===== config.mk =====
export PLATFORM = sky130hd
export DESIGN_NAME = sum_accumulator
export DESIGN_NICKNAME = d
export VERILOG_FILES = /design/src/rtl/sum_accumulator.sv
export SDC_FILE = /design/constraint.sdc
export NUM_CORES = 1
export LEC_CHECK = 0
export ABC_AREA = 1
export ABC_CLOCK_PERIOD_IN_PS = 3150
export CAP_MARGIN = 15
export CORE_MARGIN = 2
export CORE_UTILIZATION = 36
export DETAILED_ROUTE_END_ITERATION = 10
export PLACE_DENSITY = 0.68
export REMOVE_ABC_BUFFERS = 1
export SLEW_MARGIN = 20
export SYNTH_ARGS = -nofsm -noshare
export SYNTH_HDL_FRONTEND = slang
export SYNTH_SLANG_ARGS = --single-unit
export TNS_END_PERCENT = 30

===== constraint.sdc =====
create_clock -name clk_i -period 3.15 [get_ports clk_i]
set_input_delay 0.4725 -clock clk_i [delete_from_list [all_inputs] [get_ports clk_i]]
set_output_delay 0.4725 -clock clk_i [all_outputs]
set_load 0.02 [all_outputs]

===== src/rtl/sum_accumulator.sv =====
// Saturating running-sum/sample-count feeder for the decimal-digit converter.
// Optional feature: define SUM_ACCUMULATOR_MAX_EN to track the largest accepted sample on max_o.
module sum_accumulator #(
    parameter int unsigned DATA_W = 8,
    parameter int unsigned SUM_W  = 16,
    parameter int unsigned CNT_W  = 8
) (
    input  logic              clk_i,
    input  logic              rst_ni,
    input  logic              clear_i,
    input  logic              valid_i,
    input  logic [DATA_W-1:0] data_i,
    output logic              ready_o,
    output logic [SUM_W-1:0]  sum_o,
    output logic [CNT_W-1:0]  n_o,
    output logic              ovf_o,
    output logic              upd_o,
    output logic [DATA_W-1:0] max_o
);

    localparam int unsigned ADD_W  = SUM_W + 1;
    localparam int unsigned PEND_W = CNT_W + 1;
    localparam logic [CNT_W-1:0] CNT_MAX = '1;

    typedef enum logic [1:0] {
        S_IDLE = 2'd0,
        S_ACC  = 2'd1,
        S_FULL = 2'd2
    } state_t;

    state_t r_state;
    state_t w_state_nxt;

    logic              r_ready;
    logic              r_s1_valid;
    logic [DATA_W-1:0] r_s1_data;
    logic [SUM_W-1:0]  r_sum;
    logic [CNT_W-1:0]  r_n;
    logic              r_ovf;
    logic              r_upd;

    logic              w_accept;
    logic [ADD_W-1:0]  w_add;
    logic              w_sat;
    logic [PEND_W-1:0] w_pend;
    logic              w_last;

    assign w_accept = valid_i & r_ready & ~clear_i;
    assign w_add    = ADD_W'(r_sum) + ADD_W'(r_s1_data);
    assign w_sat    = r_s1_valid & w_add[SUM_W];
    // Samples already counted plus the one in stage 1 plus this accept.
    assign w_pend   = PEND_W'(r_n) + PEND_W'(r_s1_valid) + PEND_W'(1);
    assign w_last   = w_accept & (w_pend >= PEND_W'(CNT_MAX));

    always_comb begin
        w_state_nxt = r_state;
        case (r_state)
            S_IDLE:  w_state_nxt = clear_i ? S_IDLE : S_ACC;
            S_ACC: begin
                if (clear_i)               w_state_nxt = S_IDLE;
                else if (w_sat || w_last)  w_state_nxt = S_FULL;
            end
            S_FULL:  if (clear_i) w_state_nxt = S_IDLE;
            default: w_state_nxt = S_IDLE;
        endcase
    end

    always_ff @(posedge clk_i or negedge rst_ni) begin
        if (!rst_ni) begin
            r_state <= S_IDLE;
            r_ready <= 1'b0;
        end else begin
            r_state <= w_state_nxt;
            r_ready <= (w_state_nxt == S_ACC);
        end
    end

    // Stage 1 captures the sample, stage 2 folds it into the saturating sum.
    always_ff @(posedge clk_i or negedge rst_ni) begin
        if (!rst_ni) begin
            r_s1_valid <= 1'b0;
            r_s1_data  <= '0;
            r_sum      <= '0;
            r_n        <= '0;
            r_ovf      <= 1'b0;
            r_upd      <= 1'b0;
        end else if (clear_i) begin
            r_s1_valid <= 1'b0;
            r_sum      <= '0;
            r_n        <= '0;
            r_ovf      <= 1'b0;
            r_upd      <= 1'b1;
        end else begin
            r_s1_valid <= w_accept;
            if (w_accept) r_s1_data <= data_i;
            r_upd <= r_s1_valid;
            if (r_s1_valid) begin
                r_sum <= w_sat ? '1 : w_add[SUM_W-1:0];
                if (w_sat) r_ovf <= 1'b1;
                if (r_n != CNT_MAX) r_n <= r_n + CNT_W'(1);
            end
        end
    end

`ifdef SUM_ACCUMULATOR_MAX_EN
    logic [DATA_W-1:0] r_max;

    always_ff @(posedge clk_i or negedge rst_ni) begin
        if (!rst_ni) begin
            r_max <= '0;
        end else if (clear_i) begin
            r_max <= '0;
        end else if (r_s1_valid && (r_s1_data > r_max)) begin
            r_max <= r_s1_data;
        end
    end

    assign max_o = r_max;
`else
    assign max_o = '0;
`endif

    assign ready_o = r_ready;
    assign sum_o   = r_sum;
    assign n_o     = r_n;
    assign ovf_o   = r_ovf;
    assign upd_o   = r_upd;

endmodule


== Word-level counts from Yosys, hierarchy flattened ==
Index checks and enable logic that the tools add are counted.
Storage, ports and cells
  bits in registers: 38
Operators by class
  multiplexer cells: 16
  add/sub/neg operators: 4
  equality and inequality tests: 4
  $lt $le $gt $ge: 1
  reduce and logical (&&, ||, !) cells: 8
  bitwise operators: 5
Operators with widths (number)
  2-to-1 mux 16 bit: 3
  2-to-1 mux 8 bit: 3
  adder 16 x 8 -> 17 bit: 1
  adder 8 x 1 -> 9 bit: 1
  adder 9 x 1 -> 9 bit (second input constant): 1
  greater-or-equal comparator 9 x 8 -> 1 bit (second input constant): 1
  adder 8 x 1 -> 8 bit (second input constant): 1
  != test 8 bit (second input constant): 1
  2-to-1 mux 1 bit: 6
  2-to-1 mux 2 bit: 3
  one-hot mux 2 bit (3 select lines): 1
  AND reduction 2 bit: 3
  nonzero test 2 bit: 3
  bitwise AND 1 bit: 4
  == test 2 x 1 -> 1 bit (second input constant): 2
  == test 2 bit (second input constant): 1
  zero test 2 bit: 1
  logical OR 1 bit: 1
  inverter 1 bit: 1

== Depth between registers and ports, before layout ==
Gate-level depths: netlist of the first run.
  depth after elaboration: 9
  gate-level depth with buffers: 13
  gate-level depth less buffers: 13

== Worst setup path before layout of the first run ==
OpenSTA, ideal clock, no wires.
  path type: register to register
  start point: register r_sum[0], in the netlist sum_o[0]
  end point: register r_sum[11], in the netlist sum_o[11]
  cell stages (with the launch flop): 12
  clock period less this slack: 1.920 ns
  setup slack: 1.230 ns
  arrival time: 1.804 ns
  path through: dfrtp_1 -> ha_1 -> fa_1 -> nand3_1 -> nand2_1 -> nand3_2 -> nand2_2 -> nand2_4 -> buf_6 -> nand3_2 -> nand2_1 -> nand2_1
Between the ends
  word-level cells in the longest chain between the ends: 5
Ends and longest elaborated chain
  from (decl): line 37  | logic [SUM_W-1:0] r_sum;
  from (signal assigned): line 98  | r_sum <= w_sat ? '1 : w_add[SUM_W-1:0];
  adder 16 x 8 -> 17 bit (*): line 49  | assign w_add = ADD_W'(r_sum) + ADD_W'(r_s1_data);
  bitwise AND 1 bit: line 50  | assign w_sat = r_s1_valid & w_add[SUM_W];
  2-to-1 mux 16 bit (*): line 98
  2-to-1 mux 16 bit (*): line 97  | if (r_s1_valid) begin
  2-to-1 mux 16 bit (*): line 87  | end else if (clear_i) begin
Mark *: on every way between the ends. The rest lies on a longest branch, timed or not. The select of a mux whose other input is x is not followed.
A chain may end at the register's enable or synchronous reset.

== Worst setup path after layout of the first run ==
  start point: input clear_i
  end point: register r_n[0], in the netlist n_o[0]
Between the ends
  word-level cells in the longest chain between the ends: 2
  elaborated cells on any way between the ends: 4
  classes of those cells: mux: 1; reduce/logical: 3
Ends and longest elaborated chain
  from (decl): line 10  | input logic clear_i,
  nonzero test 2 bit (no source line)
  AND reduction 2 bit (no source line)
  to (signal assigned): line 100  | if (r_n != CNT_MAX) r_n <= r_n + CNT_W'(1);
  to (decl): line 38  | logic [CNT_W-1:0] r_n;
Several ways; a longest one is shown, not always the timed one.

==> results.yml, run 1 <==
global_routing:
  grt_usage_pct: 15.2
  grt_pass1_vias: 2037
  antenna_found_initial: 0
  grt-ovfl-total: 0
  grt_pass1_wl_um: 9050
  grt_max_degree: 39
worst_setup_path:
  end_kind: "register"
  rr_worst_depth: 11
  path_class: "input port to register"
  crit_fanout: 16
  cp.required_ns: 3.36
  cp-start-kind: "input port"
  critPathArrivalTime_ns: 2.33
routing:
  dr.first_iter.drc_count: 98
  route.detailed.drc: 0
  wirelength_um: 5190
  avgViaCountPerCell: 4.77
  wl_per_cell_um: 11.6
  drtAntennaViolNets: 0
  dr.pass1.iters: 4
  route.vias.total: 2132
timing:
  period_share_pct: 67.3
  finClkSkew_ns: 0.00752
  max_freq_mhz: 471
  fin_ws_ns: 1.03
  slew_viol_final: 0
  tightest_slew_ns: 1.09
  finalSetupViolations: 0
  hold_violations: 0
  period_minus_slack_ns: 2.12
  timing.hold.ws_ns: 0.284
  setup-tns-final_ns: 0
  max_slew_margin_pct: 27.3
  rsz0062_at_grt: "no"
synthesis:
  synth_top_area_cell: "dfrtp_1"
  ys_warn_count: 0
  synth_seq_cells: 38
  synth.distinct_cells: 31
  syn_inst: 331
  syn_area_sq_um: 2430
  yosysSeqAreaShare_pct: 39.1
  netlist.area_leader.share_pct: 39.1
  synthTopCellsByArea: "dfrtp_1 39%, nand2_1 22%, ha_1 5.7%"
  post_synth.cell_area_avg_sq_um: 7.34
clock_tree:
  hold_buffers: 0
  cts_tree: "done"
  clk_pin_slew_ns: 0.07
  ctsRootBufferMaster: "clkbuf_8"
  cts_buffers: 5
  postCtsSetupBuffers: 0
  cts_resized: 0
  h-tree-depth: 2
  clock_path_buffers: 2
  clkSinkCount: 38
  worstSkewPairLatency_ns: 0.29
finish:
  diodes: 0
  utilization_pct: 45.4
  finalNetCount: 395
  final_area_sq_um: 2920
  drive_gt1_share_pct: 5.95
  syn2layout_area_growth_pct: 20.0
  fin_cells: 447
  multiInputGateArea_sq_um: 1260
  nFillCells: 678
  regArea_sq_um: 951
placement:
  place_inst: 441
  place_hpwl_um: 3890
  io_buffers: 38
  gp_congestion: 0.842
  dpl-instance-area_sq_um: 2830
  place_ws_ns: 0.724
pwr:
  p_seq_share_pct: 48.9
  comb_power_share_pct: 21.5
  power_density_nw_per_um2: 385
  power.leakage_nw: 1.51
  power_mw: 1.12
  power.internal_uw: 787
  switchingPower_uw: 335
  power_switching_share_pct: 29.9
  ir_worst_vdd_uv: 177
  p_clk_share_pct: 29.6
run:
  cap_violations: 0
min_path:
  hp-class: "input port to asynchronous set/reset pin"
floorplan:
  die_y_um: 86.2
  io_pins: 47
  initial_utilization_pct: 37.8
  rows: 29
  die_x_um: 86.2
  coreArea_sq_um: 6420
  dieArea_sq_um: 7420
outcome:
  outcome: "complete, no violations"
==> kinds of logic (layout without fill, tap and decap cells) <==
group,after synthesis,count (layout),synth area share (%)
AND/OR/NAND/NOR,191,191,33.5
flip-flops,38,38,39.1
other,1,8,0.154
buffers and inverters,50,82,10.1
AO/OA/AOI/OAI,28,28,6.64
adder cells (fa/ha/maj),12,12,6.49
XOR/XNOR,11,11,3.97
==> cell type report <==
class	count	share of cell area, %
multi-input combinational	250	43.2
sequential	38	32.6
timing repair buffer	40	13.4
inverter	36	4.64
tap	77	3.30
clock buffer	6	2.83
==> flip-flops by register name, indices dropped and copies added (netlist names) <==
signal,cells
n_o,8
ovf_o,1
r_s1_data,8
r_s1_valid,1
r_state,2
ready_o,1
sum_o,16
upd_o,1
==> worst max-delay path, cell delays in order <==
cell and delay, ns:
clkdlybuf4s50_1 0.61, nor2_1 0.92, a21oi_1 0.15, a31oi_1 0.16
==> synthesized netlist by cell type <==
cell / instances
a21boi_0: 1
a21o_1: 1
a21oi_1: 11
a31oi_1: 1
a32o_1: 1
buf_2: 1
buf_4: 9
buf_6: 3
clkbuf_1: 1
conb_1: 1
dfrtp_1: 38
fa_1: 1
ha_1: 11
inv_1: 35
inv_2: 1
nand2_1: 140
nand2_2: 3
nand2_4: 1
nand3_1: 16
nand3_2: 5
nand4_1: 2
nor2_1: 18
nor2_2: 1
nor3_1: 3
nor4_4: 1
o21ai_0: 8
o21ai_1: 1
o31ai_1: 4
or2_2: 1
xnor2_1: 8
xor2_1: 3
==> final timing paths <==
check                           slack (ns)          from      endpoint
worst min-delay path                  0.28        rst_ni     sum_o[11]
min in group clk_i                    0.48  r_s1_data[0]  r_s1_data[0]
worst max-delay path                  1.03       clear_i        n_o[0]
worst max register to register        1.06      sum_o[0]       ready_o
worst min register to register        0.48  r_s1_data[0]  r_s1_data[0]
max in group asynchronous             2.32        rst_ni        n_o[2]
==> power by group through the flow <==
stage          Clock (mW)  Combinational, mW  Sequential (mW)
5_1_grt             0.361              0.275            0.553
2_1_floorplan           0              0.141            0.567
4_1_cts             0.342              0.245            0.547
3_3_place_gp            0              0.237            0.557
3_5_place_dp            0              0.244            0.557
6_report            0.332              0.241            0.549
==> cells in the final DEF, fill, tap and decap left out, types with 4 or more instances in the layout <==
master           netlist  layout
nand3_1               16      16
conb_1                 1       8
o21ai_0                8       8
clkbuf_8               0       6
xnor2_1                8       8
dfrtp_1               38      38
nor2_1                18      18
clkdlybuf4s50_1        0      37
a21oi_1               11      11
inv_1                 35      35
ha_1                  11      11
o31ai_1                4       4
nand2_1              140     140
nand3_2                5       5
==> per-layer routing <==
| metal | wire length, um | global-route usage [%] | vias to the layer above |
|---|---|---|---|
| met5 | 0 | 0 | - |
| met4 | 82 | 5.19 | 0 |
| met3 | 210 | 3.18 | 7 |
| met2 | 2370 | 24.6 | 54 |
| met1 | 2530 | 20.2 | 973 |
| li1 | - | - | 1098 |
Note: power is estimated with default switching activity, not from simulation.
==> run 2, diff against run 1 <==
Settings changed: ABC_CLOCK_PERIOD_IN_PS 3150 to 2200.
Clock period 3.15 ns to 2.2 ns, I/O delays scaled along.
==> run 2 against run 1 <==
Effect of this change:
- routed wire length barely moved
- design area up 2.7%
- cell count up 1.1%
- worst setup slack got worse by 0.85 ns
- power grew 66%
- clock-buffer cell count fell by 1
- sequential share of layout area fell by 0.85 points
- first-iteration DRC count down 14%
- critical path depth is 7 higher
- core utilization increased by 1.2 points
==> results.yml, run 2 (synthesized netlist as in run 1, its figures left out) <==
outcome:
  outcome: "complete, no violations"
routing:
  dr.pass1.iters: 4
  wirelength_um: 5200
  dr.first_iter.drc_count: 84
  wl_per_cell_um: 11.5
  drtAntennaViolNets: 0
  route.detailed.drc: 0
  route.vias.total: 2104
  avgViaCountPerCell: 4.65
worst_setup_path:
  path_class: "register to register"
  critPathLaunch: "sum_o[0]"
  critPathArrivalTime_ns: 2.25
  cp-start-kind: "register"
  cp.required_ns: 2.42
  crit_fanout: 15
  end_kind: "register"
  r2r-start: "sum_o[0]"
floorplan:
  initial_utilization_pct: 37.8
  coreArea_sq_um: 6420
  dieArea_sq_um: 7420
  die_y_um: 86.2
  io_pins: 47
  die_x_um: 86.2
  rows: 29
placement:
  dpl-instance-area_sq_um: 2860
  place_hpwl_um: 3840
  place_inst: 444
  io_buffers: 38
  place_ws_ns: 0.174
  gp_congestion: 0.855
finish:
  final_common_cell: "nand2_1"
  layout_common_cells: "140 x nand2_1, 38 x dfrtp_1, 37 x clkdlybuf4s50_1"
  largest_register_ffs: 16
  fin_cells: 452
  drive_gt1_share_pct: 7.20
  final_area_sq_um: 2990
  diodes: 0
  nFillCells: 625
  finalNetCount: 398
  syn2layout_area_growth_pct: 23.2
clock_tree:
  clock_path_buffers: 2
  cts_resized: 0
  h-tree-depth: 2
  cts_buffers: 5
  hold_buffers: 0
  postCtsSetupBuffers: 0
  clkSinkCount: 38
  worstSkewPairLatency_ns: 0.30
  clk_pin_slew_ns: 0.09
  ctsRootBufferMaster: "clkbuf_8"
  cts_tree: "done"
timing:
  period_share_pct: 91.9
  period_minus_slack_ns: 2.02
  max_freq_mhz: 495
  max_slew_margin_pct: 28.1
  rsz0062_at_grt: "no"
  slew_viol_final: 0
  setup-tns-final_ns: 0
  fin_ws_ns: 0.178
  tightest_slew_ns: 1.07
  hold_violations: 0
  finClkSkew_ns: 0.0104
  finalSetupViolations: 0
global_routing:
  grt-ovfl-total: 0
  grt_usage_pct: 15.3
  grt_pass1_vias: 2033
  antenna_found_initial: 0
  grt_pass1_wl_um: 9180
  grt_max_degree: 39
pwr:
  power_mw: 1.86
  power_density_nw_per_um2: 623
  power.leakage_nw: 1.55
  ir_worst_vdd_uv: 284
run:
  cap_violations: 0
min_path:
  hp-class: "input port to asynchronous set/reset pin"
==> run 2: cell types whose count changed in the layout (fill, tap and decap cells not counted), sizes merged <==
cell,before,now
buf,3,6
bufinv,0,2
clkbuf,6,5
clkinv,0,1
==> run 2: worst paths after layout <==
kind | end | slack (ns) | depth (start not counted)
setup / recovery | ready_o | 0.18 | 11
setup reg to reg | ready_o | 0.18 | 11
hold reg to reg | r_s1_data[3] | 0.49 | 2
max in group asynchronous | r_s1_data[6] | 1.53 | 1
min in group clk_i | r_s1_data[3] | 0.49 | 2
hold / removal | sum_o[14] | 0.13 | 1
==> run 2: worst max-delay path, stage by stage (launching register included) <==
cell,delay (ns)
dfrtp_1,0.41
ha_1,0.23
fa_1,0.41
nand3_1,0.08
nand2_1,0.13
nand3_2,0.11
nand2_2,0.09
nand2_4,0.19
nand2_1,0.08
nand2_1,0.08
nand2_1,0.07
nor2_1,0.09
==> run 2: stage by stage <==
| step | utilization, % | hold WS [ns] |
|---|---|---|
| 2_1_floorplan | - | 0.0344 |
| 3_3_place_gp | 44.5 | 0.468 |
| 3_5_place_dp | 44.5 | 0.473 |
| 4_1_cts | 46.6 | 0.172 |
| 5_1_grt | 46.6 | 0.201 |
| 6_report | 46.6 | 0.129 |
==> run 2: metal layers <==
metal  up-vias  wire, um  GRT usage, %  share of wire [%]
met3         4       245          3.08                4.7
li1       1101         -             -                  -
met5         -         0             0                  0
met4         0        64          4.47                1.2
met1       948      2570          20.5                 49
met2        51      2320          24.9                 45
==> run 2: power breakdown <==
part	switching (mW)	total (mW)	internal (mW)
Clock	0.275	0.729	0.455
Combinational	0.207	0.352	0.145
Sequential	0.0409	0.783	0.742
==> run 2: cell type report <==
cell class	count	area [sq um]	share of cell area, %
multi-input combinational	250	1260	42.1
sequential	38	951	31.8
timing repair buffer	43	413	13.8
inverter	36	135	4.52
tap	77	96.3	3.22
clock buffer	5	68.8	2.30
clock inverter	3	68.8	2.30
==> run 3, diff against run 2 <==
Settings changed: CTS_CLUSTER_DIAMETER from default to 200, HOLD_SLACK_MARGIN from default to 0.1.
==> results of run 3 <==
The final DEF is identical to that of run 2; final timing and power are the same.
